File: config.mk
export PLATFORM = sky130hd
export DESIGN_NAME = mismatch_scanner_flat
export DESIGN_NICKNAME = d
export VERILOG_FILES = /design/src/rtl/mismatch_scanner_if.sv /design/src/rtl/mismatch_scanner.sv /design/src/flat_wrapper.sv
export SDC_FILE = /design/constraint.sdc
export NUM_CORES = 1
export LEC_CHECK = 0
export CORE_UTILIZATION = 47
export DETAILED_ROUTE_END_ITERATION = 16
export PLACE_DENSITY_LB_ADDON = 0.08
export SKIP_CTS_REPAIR_TIMING = 1
export SYNTH_ARGS = -nofsm -noshare
export SYNTH_HDL_FRONTEND = slang
export SYNTH_SLANG_ARGS = --single-unit
File: constraint.sdc
create_clock -name clk -period 2.3 [get_ports clk]
set_input_delay 0.69 -clock clk [delete_from_list [all_inputs] [get_ports clk]]
set_output_delay 0.69 -clock clk [all_outputs]
set_load 0.05 [all_outputs]
File: src/rtl/mismatch_scanner_if.sv
// Handshake and operand bundle for mismatch_scanner: operand capture on start,
// per-bit index stream with valid/ready, and the end-of-scan summary.
interface mismatch_scanner_if #(
  parameter int WIDTH = 8
);
  localparam int IDX_W = $clog2(WIDTH);

  logic             start;
  logic [WIDTH-1:0] num1;
  logic [WIDTH-1:0] num2;
  logic             busy;
  logic             idx_valid;
  logic [IDX_W-1:0] idx;
  logic             idx_ready;
  logic             done;
  logic             equal;
  logic [IDX_W:0]   diff_count;

  modport master (
    output start, num1, num2, idx_ready,
    input  busy, idx_valid, idx, done, equal, diff_count
  );

  modport slave (
    input  start, num1, num2, idx_ready,
    output busy, idx_valid, idx, done, equal, diff_count
  );
endinterface

File: src/rtl/mismatch_scanner.sv
// Expands num1^num2 into a stream of differing bit indices (LSB first), one per
// handshake, followed by a one-cycle done pulse with match summary.
module mismatch_scanner #(
  parameter int WIDTH = 8,
  localparam int IDX_W = $clog2(WIDTH)
) (
  input logic clk,
  input logic rst,
  mismatch_scanner_if.slave bus
);
  typedef enum logic [1:0] {IDLE, SCAN, DONE} state_t;

  state_t           state_reg;
  logic [WIDTH-1:0] diff_reg;
  logic [IDX_W-1:0] ptr_reg;
  logic [IDX_W:0]   cnt_reg;
  logic             done_reg;
  logic             equal_reg;
  logic [IDX_W:0]   diff_count_reg;

  logic             hit;
  logic             take;
  logic             last;
  logic [IDX_W:0]   cnt_next;

  // idx_valid is decoded only from registers so idx_ready never reaches it combinationally.
  always_comb begin
    hit      = (state_reg == SCAN) && diff_reg[ptr_reg];
    take     = !hit || bus.idx_ready;
    last     = (ptr_reg == IDX_W'(WIDTH - 1));
    cnt_next = cnt_reg + {{IDX_W{1'b0}}, hit};
  end

  always_ff @(posedge clk) begin
    if (rst) begin
      state_reg      <= IDLE;
      diff_reg       <= '0;
      ptr_reg        <= '0;
      cnt_reg        <= '0;
      done_reg       <= 1'b0;
      equal_reg      <= 1'b0;
      diff_count_reg <= '0;
    end else begin
      case (state_reg)
        IDLE: begin
          if (bus.start) begin
            diff_reg       <= bus.num1 ^ bus.num2;
            ptr_reg        <= '0;
            cnt_reg        <= '0;
            equal_reg      <= 1'b0;
            diff_count_reg <= '0;
            state_reg      <= SCAN;
          end
        end
        SCAN: begin
          if (take) begin
            cnt_reg <= cnt_next;
            if (last) begin
              // Summary is latched here so it is visible for the whole DONE cycle.
              state_reg      <= DONE;
              done_reg       <= 1'b1;
              equal_reg      <= (cnt_next == '0);
              diff_count_reg <= cnt_next;
            end else begin
              ptr_reg <= ptr_reg + IDX_W'(1);
            end
          end
        end
        DONE: begin
          done_reg  <= 1'b0;
          state_reg <= IDLE;
        end
        default: state_reg <= IDLE;
      endcase
    end
  end

  assign bus.busy       = (state_reg != IDLE);
  assign bus.idx_valid  = hit;
  assign bus.idx        = ptr_reg;
  assign bus.done       = done_reg;
  assign bus.equal      = equal_reg;
  assign bus.diff_count = diff_count_reg;
endmodule
File: src/flat_wrapper.sv
// flat-port wrapper written by rule: the top's interface ports become plain ports
module mismatch_scanner_flat 
#(
  parameter int WIDTH = 8,
  localparam int IDX_W = $clog2(WIDTH)
)
  (clk, rst, bus_start, bus_num1, bus_num2, bus_idx_ready, bus_busy, bus_idx_valid, bus_idx, bus_done, bus_equal, bus_diff_count);
  mismatch_scanner_if #(.WIDTH(WIDTH)) bus_i ();
  input logic clk;
  input logic rst;
  input wire logic [$bits(bus_i.start)-1:0] bus_start;
  input wire logic [$bits(bus_i.num1)-1:0] bus_num1;
  input wire logic [$bits(bus_i.num2)-1:0] bus_num2;
  input wire logic [$bits(bus_i.idx_ready)-1:0] bus_idx_ready;
  output wire logic [$bits(bus_i.busy)-1:0] bus_busy;
  output wire logic [$bits(bus_i.idx_valid)-1:0] bus_idx_valid;
  output wire logic [$bits(bus_i.idx)-1:0] bus_idx;
  output wire logic [$bits(bus_i.done)-1:0] bus_done;
  output wire logic [$bits(bus_i.equal)-1:0] bus_equal;
  output wire logic [$bits(bus_i.diff_count)-1:0] bus_diff_count;
  assign bus_i.start = bus_start;
  assign bus_i.num1 = bus_num1;
  assign bus_i.num2 = bus_num2;
  assign bus_i.idx_ready = bus_idx_ready;
  assign bus_busy = bus_i.busy;
  assign bus_idx_valid = bus_i.idx_valid;
  assign bus_idx = bus_i.idx;
  assign bus_done = bus_i.done;
  assign bus_equal = bus_i.equal;
  assign bus_diff_count = bus_i.diff_count;
  mismatch_scanner #(.WIDTH(WIDTH)) u_core (.clk(clk), .rst(rst), .bus(bus_i));
endmodule
==> metrics.txt <==
Hold WS=0.486 ns; TritonCTS clock tree=built; Post-Syn Area=1170 um2; hold_sp=u_core.bus.diff_count[2]$_SDFFE_PP0P_; Crit. End Element=output pin; post-synthesis sequential area ratio=39.4%; Port Buffers=30; WL final=between 2000 and 2500 um; met1 wire length=1230 um; Startpoint Class=register; CTS buffer count=3; dpl ws=0.117 ns; leakage=between 0.0006 and 0.0007 uW; worst vdd ir=a little under 0.0003 V; Max-slew headroom=66.8%; Die W=slightly above 50 um; Rows=17; HP Class=reg2reg; CP max FO=6; first-pass GRT wire length=~4000 um; PwrDens=506 nW/um2; largest family of logic cells by synthesized area=compound AO/OA/AOI/OAI gates; DR vias=~1k; Mean Syn Cell Area=just under 10 um2; Min-Delay Endpoint=u_core.bus.diff_count[2]$_SDFFE_PP0P_; XOR/XNOR Fraction of Synth Area=7.49%; largest net degree at the start of global routing=19; Gate Count Post-Synth=118; Simple-Gate Fraction of Synth Area=17.0%; R2R Setup Slk=approximately 0.15 ns; status=finished clean; max-slew violation count=0; remaining routing DRC violations=0; All-Layer GR Usage=20.5%; Yosys reg bits=23; Final Hold Viols=0; Clock Skew=just under 0.005 ns; clock sinks=23; Max Cap Viol=0; CTS root buf=clkbuf_4; Setup CP Type=reg2out; max reg flops=8; Slew @ Worst Pin=0.496 ns; Iter 0 DRT Violations=37; vias per cell=5.39; RSZ-0062 raised after global routing=yes; P&R area growth vs syn=42.1%; Final HPWL DP=1870 um; core area=2280 um2; DR pass1 iterations=4; Compound-Gate Fraction of Synth Area=24.0%; Initial Utilization=51.4%; CTS H-tree depth=1; worst reg-to-reg path cell count=9; Antenna Cells=0; worst-case clock buffer depth=2; mux contribution to synthesized area=4.60%; Tcrit/Tclk final=97.8%; post-synthesis adder-cell area fraction=4.28%; RR Endpoint=u_core.bus.equal$_SDFFE_PP0P_; # nets final=between 150 and 200; grt ovf=0; Max Freq=444 MHz; endpoints failing setup=0; top sig layer=met4; fin crit period=2.25 ns; Syn Nets=142; reg2reg start=u_core.bus.idx[0]$_SDFFE_PP0P_; Die Ht=51.9 um; WP data required=1.61 ns; post-synthesis cell type count=34; worst path arrival time=1.56 ns; Routed wire per std cell=13.1 um; Die Footprint=2690 um2; clock insertion delay at the later pin of the skew report=0.32 ns; initial antenna violation count=0; Ports=31; hold depth=1; routability cong.=0.766; worst setup margin=~0.050 ns; layout cells sized above 1=a little under a quarter; CTS clock-pin slew for the worst setup and hold paths=0.13 ns; wire length on met3=around 120 um; length of routed met2 wiring=1060 um; synth warn=0; Final ANT Viol Nets=0; number of global-route vias before repair=862
## layout make-up
type                       count  area (um2)
sequential                    23         472
clock inverter                 1        5.00
fill                         173         613
timing repair buffer          41         399
tap                           28        35.0
clock buffer                   3        22.5
multi-input combinational     87         714
inverter                       4        15.0
## cells in the mapped netlist, drive strengths merged
cell,instances,area [um2]
or2,1,6.26
xnor2,9,78.8
a41oi,1,8.76
a22o,6,52.6
a31oi,4,70.1
nand3,2,10.0
buf,2,16.3
mux2i,5,53.8
nor2,12,47.6
or3b,2,17.5
nor2b,3,18.8
a21oi,6,33.8
o2bb2ai,1,8.76
a31o,1,8.76
inv,4,15.0
ha,4,50.1
dfxtp,23,460
a211oi,8,60.1
o21a,1,7.51
xor2,1,8.76
nor3,1,5.00
a22oi,1,21.3
nand2,8,30.0
a311oi,1,8.76
nand3b,1,7.51
clkbuf,2,7.51
nand4,2,18.8
nand2b,6,37.5
## worst max-delay path by stage
stage                                                start                               endpoint  slack (ns)  cells past startpoint
final                       u_core.bus.idx[0]$_SDFFE_PP0P_                          bus_idx_valid        0.05                      5
after detailed placement                     bus_idx_ready         u_core.cnt_reg[3]$_SDFFE_PP0P_        0.12                      5
after floorplan             u_core.bus.idx[0]$_SDFFE_PP0P_  u_core.bus.diff_count[3]$_SDFFE_PP0P_       -0.11                     10
after global placement                       bus_idx_ready         u_core.bus.idx[2]$_SDFFE_PP0P_        0.19                      5
after CTS                 u_core.state_reg[0]$_SDFFE_PP0P_                               bus_busy       -0.12                      2
after global routing        u_core.bus.idx[0]$_SDFFE_PP0P_                          bus_idx_valid       -0.02                      5
## per-layer routing
layer / vias to the layer above / global-route usage (%)
met5: - / 0
met4: 0 / 8.11
met3: 4 / 2.92
met2: 36 / 29.9
met1: 455 / 29.9
li1: 513 / -
## cell usage in the layout, fill, tap and decap left out, types with 2 or more instances in the layout
cell / synthesis / routed
a211oi_1: 8 / 8
a21oi_1: 5 / 5
a22o_1: 6 / 6
a31oi_4: 3 / 4
buf_4: 0 / 11
clkbuf_4: 0 / 3
clkdlybuf4s50_1: 0 / 26
dfxtp_1: 23 / 20
dfxtp_4: 0 / 3
dlymetal6s2s_1: 0 / 2
ha_1: 4 / 2
inv_1: 4 / 4
mux2i_1: 4 / 3
mux2i_2: 1 / 2
nand2_1: 8 / 8
nand2b_1: 6 / 6
nor2_1: 11 / 11
nor2b_1: 3 / 3
or3b_1: 2 / 2
xnor2_1: 9 / 9
## kinds of logic after synthesis
family,after synthesis
XOR/XNOR,10
adder cells (fa/ha/maj),4
AND/OR/NAND/NOR,38
buffers and inverters,8
multiplexers,5
flip-flops,23
AO/OA/AOI/OAI,30
## through the flow
step                util, %  cell area [um2]  TNS (ns)  power (uW)  cells
floorplan                 -             1220    -0.454         568    118
CTS                    70.6             1610    -0.139         834    181
detailed placement     69.4             1580         0         643    177
global placement       69.4             1580         0         638    177
global route           73.1             1660   -0.0154         877    187
finish                 73.1             1660         0         841    187
## critical path: stages (launching register included)
cell and delay, ns:
dfxtp_4 0.40, mux2i_2 0.17, a22oi_4 0.19, nand3_2 0.11, a31oi_4 0.21, buf_12 0.17
## power by group
| part | internal (uW) | switching (uW) |
|---|---|---|
| Clock | 65.1 | 127 |
| Combinational | 112 | 107 |
| Sequential | 415 | 15.2 |
| Total | 592 | 249 |
(Power assumes the default switching activity.)
